`config.mk`:
```
export PLATFORM = sky130hd
export DESIGN_NAME = mod_n_counter
export DESIGN_NICKNAME = d
export VERILOG_FILES = /design/src/rtl/mod_n_counter.sv
export SDC_FILE = /design/constraint.sdc
export NUM_CORES = 1
export LEC_CHECK = 0
export ABC_AREA = 1
export CORE_AREA = 2 2 39 41
export DETAILED_ROUTE_END_ITERATION = 8
export DIE_AREA = 0 0 41 43
export PLACE_DENSITY_LB_ADDON = 0.12
export RECOVER_POWER = 50
export SLEW_MARGIN = 40
export SYNTH_ARGS = -nofsm -noshare
export SYNTH_HDL_FRONTEND = slang
export SYNTH_SLANG_ARGS = --single-unit
```
`constraint.sdc`:
```
create_clock -name CLK -period 1.55 [get_ports CLK]
set_input_delay 0.155 -clock CLK [delete_from_list [all_inputs] [get_ports CLK]]
set_output_delay 0.155 -clock CLK [all_outputs]
set_load 0.005 [all_outputs]
```
`src/rtl/mod_n_counter.sv`:
```
// mod_n_counter: loadable modulo-N up/down counter.
// Q counts through 0 .. MODULUS-1 in either direction and wraps at both ends.
// TC is combinational so that stages can be cascaded without added latency.
// LoadErr is a sticky record of any attempted load with P >= MODULUS.
// The embedded checker module below is instantiated by the counter, so every
// placement of the counter carries its own property checks.

// Property checker for mod_n_counter; observes the counter ports only.
module mod_n_counter_chk #(
  parameter int WIDTH   = 4,
  parameter int MODULUS = 10
) (
  input logic             CLK,
  input logic             MR,
  input logic             Load,
  input logic [WIDTH-1:0] P,
  input logic             Enable,
  input logic             Up,
  input logic [WIDTH-1:0] Q,
  input logic             LoadErr
);

  localparam logic [WIDTH:0] MOD_W = (WIDTH+1)'(MODULUS);
  localparam logic [WIDTH:0] MAX_W = (WIDTH+1)'(MODULUS - 1);

  logic [WIDTH:0] p_ext_s;
  logic [WIDTH:0] q_ext_s;

  assign p_ext_s = {1'b0, P};
  assign q_ext_s = {1'b0, Q};

  a1_load_ok : assert property (@(posedge CLK) disable iff (MR)
    (Load && (p_ext_s < MOD_W)) |=> (Q == $past(P)))
    else $error("A1 load_ok: Q does not equal the loaded value");

  a2_load_bad : assert property (@(posedge CLK) disable iff (MR)
    (Load && (p_ext_s >= MOD_W)) |=> ((Q == $past(Q)) && LoadErr))
    else $error("A2 load_bad: Q changed or LoadErr not set on out-of-range load");

  a3_wrap_up : assert property (@(posedge CLK) disable iff (MR)
    (!Load && Enable && Up && (q_ext_s == MAX_W)) |=> (Q == {WIDTH{1'b0}}))
    else $error("A3 wrap_up: Q did not wrap from MODULUS-1 to 0");

  a4_wrap_down : assert property (@(posedge CLK) disable iff (MR)
    (!Load && Enable && !Up && (q_ext_s == {(WIDTH+1){1'b0}})) |=> (q_ext_s == MAX_W))
    else $error("A4 wrap_down: Q did not wrap from 0 to MODULUS-1");

  a5_hold : assert property (@(posedge CLK) disable iff (MR)
    (!Load && !Enable) |=> $stable(Q))
    else $error("A5 hold: Q changed while idle");

  a6_range : assert property (@(posedge CLK) disable iff (MR)
    (q_ext_s < MOD_W))
    else $error("A6 range: Q is not below MODULUS");

  a7_err_cause : assert property (@(posedge CLK) disable iff (MR)
    $rose(LoadErr) |-> $past(Load && (p_ext_s >= MOD_W)))
    else $error("A7 err_cause: LoadErr rose without an out-of-range load");

  a8_err_sticky : assert property (@(posedge CLK) disable iff (MR)
    LoadErr |=> LoadErr)
    else $error("A8 err_sticky: LoadErr cleared without MR");

endmodule

// Modulo-N counter top level.
module mod_n_counter #(
  parameter int WIDTH   = 4,
  parameter int MODULUS = 10
) (
  input  logic             CLK,
  input  logic             MR,
  input  logic             Load,
  input  logic [WIDTH-1:0] P,
  input  logic             Enable,
  input  logic             Up,
  output logic [WIDTH-1:0] Q,
  output logic             TC,
  output logic             LoadErr
);

  // Reject moduli that cannot be represented or cannot count.
  if ((MODULUS < 2) || (MODULUS > (1 << WIDTH))) begin : g_bad_modulus
    $fatal(1, "mod_n_counter: MODULUS %0d illegal for WIDTH %0d", MODULUS, WIDTH);
  end

  // All range arithmetic is done one bit wider than Q so that
  // MODULUS == 2**WIDTH is representable and overflow is visible.
  localparam logic [WIDTH:0] MOD_W = (WIDTH+1)'(MODULUS);
  localparam logic [WIDTH:0] MAX_W = (WIDTH+1)'(MODULUS - 1);

  logic [WIDTH-1:0] q_r;
  logic             err_r;

  logic [WIDTH:0]   q_ext_s;
  logic [WIDTH:0]   p_ext_s;
  logic             p_ok_s;
  logic             at_max_s;
  logic             at_zero_s;
  logic [WIDTH:0]   step_s;
  logic [WIDTH-1:0] q_next_s;
  logic             err_next_s;
  logic             tc_s;

  assign q_ext_s   = {1'b0, q_r};
  assign p_ext_s   = {1'b0, P};
  assign p_ok_s    = (p_ext_s < MOD_W);
  assign at_max_s  = (q_ext_s == MAX_W);
  assign at_zero_s = (q_ext_s == {(WIDTH+1){1'b0}});

  // One count step in the selected direction, wrapping at either end.
  always_comb begin
    step_s = q_ext_s;
    if (Up) begin
      if (at_max_s) begin
        step_s = {(WIDTH+1){1'b0}};
      end else begin
        step_s = q_ext_s + (WIDTH+1)'(1);
      end
    end else begin
      if (at_zero_s) begin
        step_s = MAX_W;
      end else begin
        step_s = q_ext_s - (WIDTH+1)'(1);
      end
    end
  end

  // Next-state selection: Load has priority over Enable, otherwise hold.
  always_comb begin
    q_next_s   = q_r;
    err_next_s = err_r;
    if (Load) begin
      if (p_ok_s) begin
        q_next_s = P;
      end else begin
        // Illegal value: keep Q, record the attempt, do not count.
        q_next_s   = q_r;
        err_next_s = 1'b1;
      end
    end else if (Enable) begin
      // Out-of-range guard: Q can never be driven to MODULUS or above.
      if (step_s < MOD_W) begin
        q_next_s = step_s[WIDTH-1:0];
      end else begin
        q_next_s = {WIDTH{1'b0}};
      end
    end else begin
      q_next_s = q_r;
    end
  end

  // Terminal count: high in the cycle whose next edge wraps Q.
  always_comb begin
    tc_s = 1'b0;
    if (MR) begin
      tc_s = 1'b0;
    end else if (Enable && !Load) begin
      tc_s = Up ? at_max_s : at_zero_s;
    end else begin
      tc_s = 1'b0;
    end
  end

  // Count and sticky-error registers, cleared asynchronously by MR.
  always_ff @(posedge CLK or posedge MR) begin
    if (MR) begin
      q_r   <= {WIDTH{1'b0}};
      err_r <= 1'b0;
    end else begin
      q_r   <= q_next_s;
      err_r <= err_next_s;
    end
  end

  assign Q       = q_r;
  assign TC      = tc_s;
  assign LoadErr = err_r;

  mod_n_counter_chk #(
    .WIDTH   (WIDTH),
    .MODULUS (MODULUS)
  ) u_chk (
    .CLK     (CLK),
    .MR      (MR),
    .Load    (Load),
    .P       (P),
    .Enable  (Enable),
    .Up      (Up),
    .Q       (q_r),
    .LoadErr (err_r)
  );

endmodule

```
======== Word level (Yosys, flattened, before mapping) ========
Index checks and enable logic that the tools add are counted.
word-level totals
  flip-flop bits (word level) ............. 5
  bits of input ports ..................... 9
operators by class
  $add $sub $neg .......................... 2
  magnitude comparators ................... 2
  equality and inequality tests ........... 2
  multiplexer cells ....................... 10
  bitwise gates (word level) .............. 1
  reductions and logical operators ........ 6
operators by type and width
  kind                   count
  $mux W4                4
  $mux W5                3
  $add A4 B1 Y5 const B  1
  $logic_not A5 Y1       1
  $lt A5 B4 Y1 const B   1
  $sub A4 B1 Y5 const B  1
  $eq A4 B4 Y1 const B   1
  $lt A4 B4 Y1 const B   1
  $reduce_and A2 Y1      2
  $mux W1                3
  $ne A2 B1 Y1 const B   1
  $reduce_bool A2 Y1     1
  $logic_and A1 B1 Y1    1
  $logic_not A1 Y1       1
  $not A1 Y1             1

======== Logic depth before layout (Yosys ltp) ========
Gate-level depths: netlist of the first run.
  depth in word-level cells ............... 7
  depth in mapped cells ................... 10
  gate-level depth less buffers ........... 10

======== Worst setup path before layout of the first run ========
OpenSTA, ideal clock, no wires.
  path kind ............................... register to register
  start point ............................. register q_r[1] (netlist: Q[1])
  end point ............................... register q_r[0] (netlist: Q[0])
  data arrival time ....................... 1.148 ns
  setup slack ............................. 0.280 ns
  stages on the path, launching flop included .. 9
  clock period less this slack ............ 1.270 ns
  cell sequence ........................... dfrtp_1 nor2_2 nand3_1 nand2_1 nand2_1 nand2_2 nand2_2 nand3_1 a21oi_2
between the ends
  word-level cells in the longest chain between the ends .. 7
  elaborated cells between the ends (all ways) .. 11
  those cells by class .................... add/sub: 2; order compare: 1; eq/ne: 1; mux: 6; reduce/logical: 1
ends and longest elaborated chain
  what                                         RTL line  source
  from (decl)                                  92        logic [WIDTH-1:0] q_r;
  from (signal assigned)                       168       q_r <= {WIDTH{1'b0}};
  from (signal assigned)                       171       q_r <= q_next_s;
  $sub A4 B1 Y5, or another cell as far along  124       step_s = q_ext_s - (WIDTH+1)'(1);
  $mux W5, on equally long branches            121, 115
  $mux W5 *                                    114       if (Up) begin
  $lt A5 B4 Y1                                 143       if (step_s < MOD_W) begin
  $mux W4 *                                    143
  $mux W4 *                                    141       end else if (Enable) begin
  $mux W4 *                                    133       if (Load) begin
Every way passes the cells marked *; elsewhere a longest branch is shown, timed or not. The select of a mux whose other input is x is not followed.
A chain may end at the register's enable or synchronous reset.

======== Worst setup path after layout of the first run ========
  start point ............................. register q_r[0] (netlist: Q[0])
  end point ............................... output Q[0]
RTL lines
  what       RTL line  source
  to (decl)  77        output logic [WIDTH-1:0] Q,
No word-level cell between the ends.

==> flow_summary.json, run 1 <==
{
  "outcome": "completed",
  "io_buffers": 14,
  "cts_tree": "built",
  "period_share": 0.9413,
  "grt-ovfl-total": 0,
  "syn_to_final_growth_pct": 62.01,
  "num_vias": 723,
  "finalHoldViolations": 0,
  "setup-violations-final": 0,
  "place_area_sq_um": 845.8,
  "nNetsFinal": 143,
  "synth.distinct_cells": 17,
  "cellLeakagePower_nw": 0.4635,
  "regToRegSetupSlack_ns": 0.16,
  "criticalPathCategory": "flop to primary output",
  "yosysWarnings": 0,
  "cp-end-kind": "primary output",
  "clk_pin_slew_ns": 0.05,
  "critPathMaxStageDelay_ns": 0.49,
  "post-dp-hpwl_microns": 1317,
  "crit_chain": "buf_4 -> clkdlybuf4s50_1",
  "holdBufCountCts": 0,
  "first_iter_violations": 12,
  "fp.dieH_microns": 43,
  "antenna_found_initial": 0,
  "worst_pin_slew_ns": 0.2795,
  "wl_microns": 1523,
  "ys_seq_area_frac": 0.2288,
  "holdCritPathClass": "input port to asynchronous set/reset pin",
  "core_area_sq_mm": 0.001384,
  "clockBufferDepth": 2,
  "first_global_vias": 649,
  "mostFrequentLayoutCells": "29 x nand2_1, 20 x buf_4, 14 x nand3_1",
  "num_io_pins": 15,
  "htreeDepth": 1,
  "ys_seq_elements": 5,
  "final_common_cell": "nand2_1",
  "setup_slack_ns": 0.09105,
  "syn_area_sq_um": 546.8,
  "clkLatencyLatePin_ns": 0.25,
  "grt_pass1_wl_microns": 2601,
  "rows": 14,
  "maxCapViolCount": 0,
  "syn_inst": 95,
  "cp_max_fo": 4,
  "final_layout_size_suffix_gt1_frac": 0.3609,
  "required_ns": 1.39,
  "synth_fp_nets": 104,
  "finish.instance_area_sq_um": 885.9,
  "detail_route.wl_per_cell_microns": 10.22,
  "grt.total_usage": 0.2240,
  "start_kind": "flop",
  "root_buffer": "clkbuf_4",
  "slew_violations": 0,
  "crit_arrival_ns": 1.30,
  "grt_max_degree": 9,
  "start_util": 0.3951,
  "antenna_cells": 0,
  "drcViolationCount": 0,
  "finClkSkew_ns": 0.004397,
  "die_x_microns": 41,
  "syn_avg_cell_area_sq_um": 5.756,
  "fmax_mhz": 685.4,
  "clock_sinks": 5,
  "max-slew-margin-rel": 0.8137,
  "crit_slowest_cell": "clkdlybuf4s50_1",
  "ant_nets": 0,
  "dieArea_sq_mm": 0.001763,
  "via_per_inst": 4.852,
  "period_minus_slack_ns": 1.459,
  "power_density_mw_per_mm2": 958.2,
  "cts_made_buffers": 3,
  "drt_first_pass_iters": 4,
  "gp_congestion": 0.7776,
  "rsz0062_at_grt": "false",
  "ir_worst_vdd_v": 0.0006818,
  "dp_slack_ns": -0.1255
}
-- cell families after synthesis --
| logic type | Yosys count | synth area share |
|---|---|---|
| AOI/OAI and AO/OA | 9 | 0.1144 |
| DFF | 5 | 0.2288 |
| buffers and inverters | 15 | 0.1327 |
| and+or+nand+nor | 66 | 0.5240 |
-- synthesized netlist by cell type --
cell,count,share of area
nand2_1,29,0.20
nand3_1,15,0.14
nor2_1,14,0.096
inv_1,6,0.041
inv_2,6,0.041
nand2_2,6,0.069
dfrtp_1,5,0.23
a21oi_1,3,0.027
a21oi_2,3,0.048
a211oi_1,1,0.014
buf_6,1,0.021
clkinv_2,1,0.0091
inv_8,1,0.021
nand4_1,1,0.011
nor2_2,1,0.011
o21ai_1,1,0.0091
o21ai_2,1,0.016
-- cell type report --
cell class / count / area, sq um
clock inverter: 1 / 5.005
clock buffer: 3 / 22.52
inverter: 14 / 61.31
tap: 16 / 20.02
fill: 146 / 498.0
timing repair buffer: 35 / 289.0
sequential: 5 / 126.4
multi-input combinational: 75 / 361.6
-- final timing paths --
kind / from / to / cells after the start
max in group asynchronous: MR / Q[1] / 3
max: Q[0] / Q[0] / 2
min in group CLK: LoadErr / LoadErr / 2
max reg2reg: Q[2] / Q[3] / 11
min: MR / Q[2] / 3
min reg2reg: LoadErr / LoadErr / 2
-- worst max-delay path: cells and delay by family (launching register included) --
kind / cells / cell delay [ns]
flip-flops: 1 / 0.40
buffers and inverters: 2 / 0.65
-- power by group --
part | switching, mW | internal [mW]
logic | 0.261 | 0.255
registers | 0.0229 | 0.153
clock network | 0.0631 | 0.0939
-- through the flow --
| step | std cells | setup TNS [ns] | util | power, mW | hold WS, ns |
|---|---|---|---|---|---|
| after floorplan | 95 | 0 | - | 0.4443 | -0.05799 |
| after global placement | 144 | -0.1149 | 0.6112 | 0.6738 | 0.4479 |
| after detailed placement | 144 | -0.2316 | 0.6112 | 0.6828 | 0.4480 |
| after CTS | 149 | 0 | 0.6429 | 0.8580 | 0.2007 |
| after global routing | 149 | 0 | 0.6401 | 0.9267 | 0.4128 |
| final | 149 | 0 | 0.6401 | 0.8488 | 0.3833 |
-- what timing repair did --
| item | in CTS | in global routing |
|---|---|---|
| setup buffers | 1 | 0 |
| endpoints found under the setup margin | 1 | 2 |
| resized for setup | 5 | 3 |
| pin swaps | 0 | 1 |
-- flip-flops by register name, indices dropped and copies added (netlist names) --
signal	cells
LoadErr	1
Q	4
-- routing by layer --
layer / global-route usage / wire length, microns
met1: 0.2288 / 599
met2: 0.4000 / 877
met3: 0.03141 / 28
met4: 0.1200 / 17
met5: 0 / 0
No activity file was read; power rests on OpenSTA's default activity.
==> run 2, diff against run 1 <==
Settings changed: PLACE_DENSITY_LB_ADDON 0.12 to 0.1.
Clock period 1.55 ns to 1.7 ns, I/O delays scaled along.
==> flow_summary.json, run 2 (synthesized netlist as in run 1, its figures left out) <==
{
  "grt_max_degree": 9,
  "clock_sinks": 5,
  "cts_made_buffers": 3,
  "post-cts-setup-buffers": 0,
  "final_common_cell": "nand2_1",
  "crit_chain": "inv_2 -> nand2_1 -> nor2_1 -> nor2_1 -> a211oi_1 -> dlygate4sd2_1",
  "num_io_pins": 15,
  "cts_tree": "built",
  "holdCritPathClass": "input port to asynchronous set/reset pin",
  "ant_nets": 0,
  "required_ns": 1.53,
  "reg2reg_from": "Q[2]",
  "drt_first_pass_iters": 4,
  "root_buffer": "clkbuf_4",
  "period_minus_slack_ns": 1.542,
  "multi_input_area_sq_um": 349.1,
  "antenna_cells": 0,
  "fill_cells": 146,
  "dieArea_sq_mm": 0.001763,
  "grt-ovfl-total": 0,
  "period_share": 0.9071,
  "first_iter_violations": 16,
  "fin_setup_tns_ns": 0,
  "worst_pin_slew_ns": 0.2944,
  "dp_slack_ns": 0.03028,
  "path_common_cell": "nor2_1",
  "antenna_found_initial": 0,
  "dpl.cell_count": 138,
  "grt_pass1_wl_microns": 2649,
  "fp.dieH_microns": 43,
  "rsz0062_at_grt": "false",
  "core_area_sq_mm": 0.001384,
  "start_kind": "flop",
  "crit_slowest_cell": "dfrtp_1",
  "largest_register_ffs": 4,
  "detail_route.wl_per_cell_microns": 10.69,
  "mostFrequentLayoutCells": "29 x nand2_1, 15 x nand3_1, 14 x nor2_1",
  "clockBufferDepth": 2,
  "cp-end-kind": "primary output",
  "slew_violations": 0,
  "rows": 14,
  "clk_pin_slew_ns": 0.04,
  "critPathMaxStageDelay_ns": 0.38,
  "outcome": "completed",
  "cellLeakagePower_nw": 0.4259,
  "drcViolationCount": 0,
  "finalHoldViolations": 0,
  "ir_worst_vdd_v": 0.0008064,
  "setup_slack_ns": 0.1580,
  "post-dp-hpwl_microns": 1267,
  "fin_hold_ws_ns": 0.4209,
  "power_density_mw_per_mm2": 865.9,
  "htreeDepth": 1,
  "fmax_mhz": 648.5,
  "clkLatencyLatePin_ns": 0.23,
  "r2r_cells": 11,
  "wl_microns": 1518,
  "post-route-util": 0.5913,
  "final_cell_count_no_fill": 142,
  "first_global_vias": 647,
  "via_per_inst": 4.873,
  "grt.total_usage": 0.2141,
  "cp_max_fo": 5,
  "crit_arrival_ns": 1.37,
  "setup-violations-final": 0,
  "max-slew-margin-rel": 0.8016,
  "criticalPathCategory": "flop to primary output",
  "syn_to_final_growth_pct": 49.66,
  "maxCapViolCount": 0,
  "final_layout_size_suffix_gt1_frac": 0.2698,
  "start_util": 0.3951,
  "finClkSkew_ns": 0.002368,
  "nNetsFinal": 136,
  "worstSetupStartpoint": "Q[2]",
  "io_buffers": 14,
  "die_x_microns": 41,
  "gp_congestion": 0.7554,
  "num_vias": 692,
  "ff_latch_area_sq_um": 125.1
}
[run 2: area by class of cell]
cell class                      instances  area share
Clock buffer                            4     0.03211
Inverter                               14     0.07492
Multi-Input combinational cell         75      0.4266
Sequential cell                         5      0.1529
Tap cell                               16     0.02446
Timing Repair Buffer                   28      0.2890
[run 2: path summary, 6_finish.rpt]
kind	end	slack, ns
min in group CLK	LoadErr	0.46
setup reg to reg	Q[2]	0.25
hold / removal	Q[1]	0.42
setup / recovery	TC	0.16
max in group asynchronous	LoadErr	1.08
hold reg to reg	LoadErr	0.46
[run 2: stage by stage]
step	power [mW]	cell area, sq um
floorplan	0.4051	546.8
global placement	0.5757	800.8
detailed placement	0.5821	800.8
CTS	0.7196	825.8
global route	0.7730	818.3
finish	0.7085	818.3
[run 2: timing repair]
item,4_1_cts,5_1_grt
hold buffers,0,0
endpoints found under the setup margin,1,0
resized for setup,1,0
[run 2: layer usage]
metal | GRT usage | vias to the layer above | share of wire
li1 | - | 360 | -
met1 | 0.2656 | 318 | 0.43
met2 | 0.3719 | 14 | 0.54
met3 | 0.01571 | 0 | 0.022
met4 | 0.06000 | 0 | 0
met5 | 0 | - | 0
[run 2: critical path: cells and delay by family, from the launching register on]
kind	cells	cell delay, ns
AO/OA/AOI/OAI	1	0.15
buffers and inverters	2	0.35
flip-flops	1	0.38
AND/OR/NAND/NOR	3	0.27
[run 2: report_power, final]
group	total (mW)	internal [mW]	switching [mW]	leakage, nW
Combinational	0.417	0.187	0.230	0.355
Sequential	0.157	0.138	0.0188	0.0555
Clock	0.134	0.0885	0.0454	0.0150
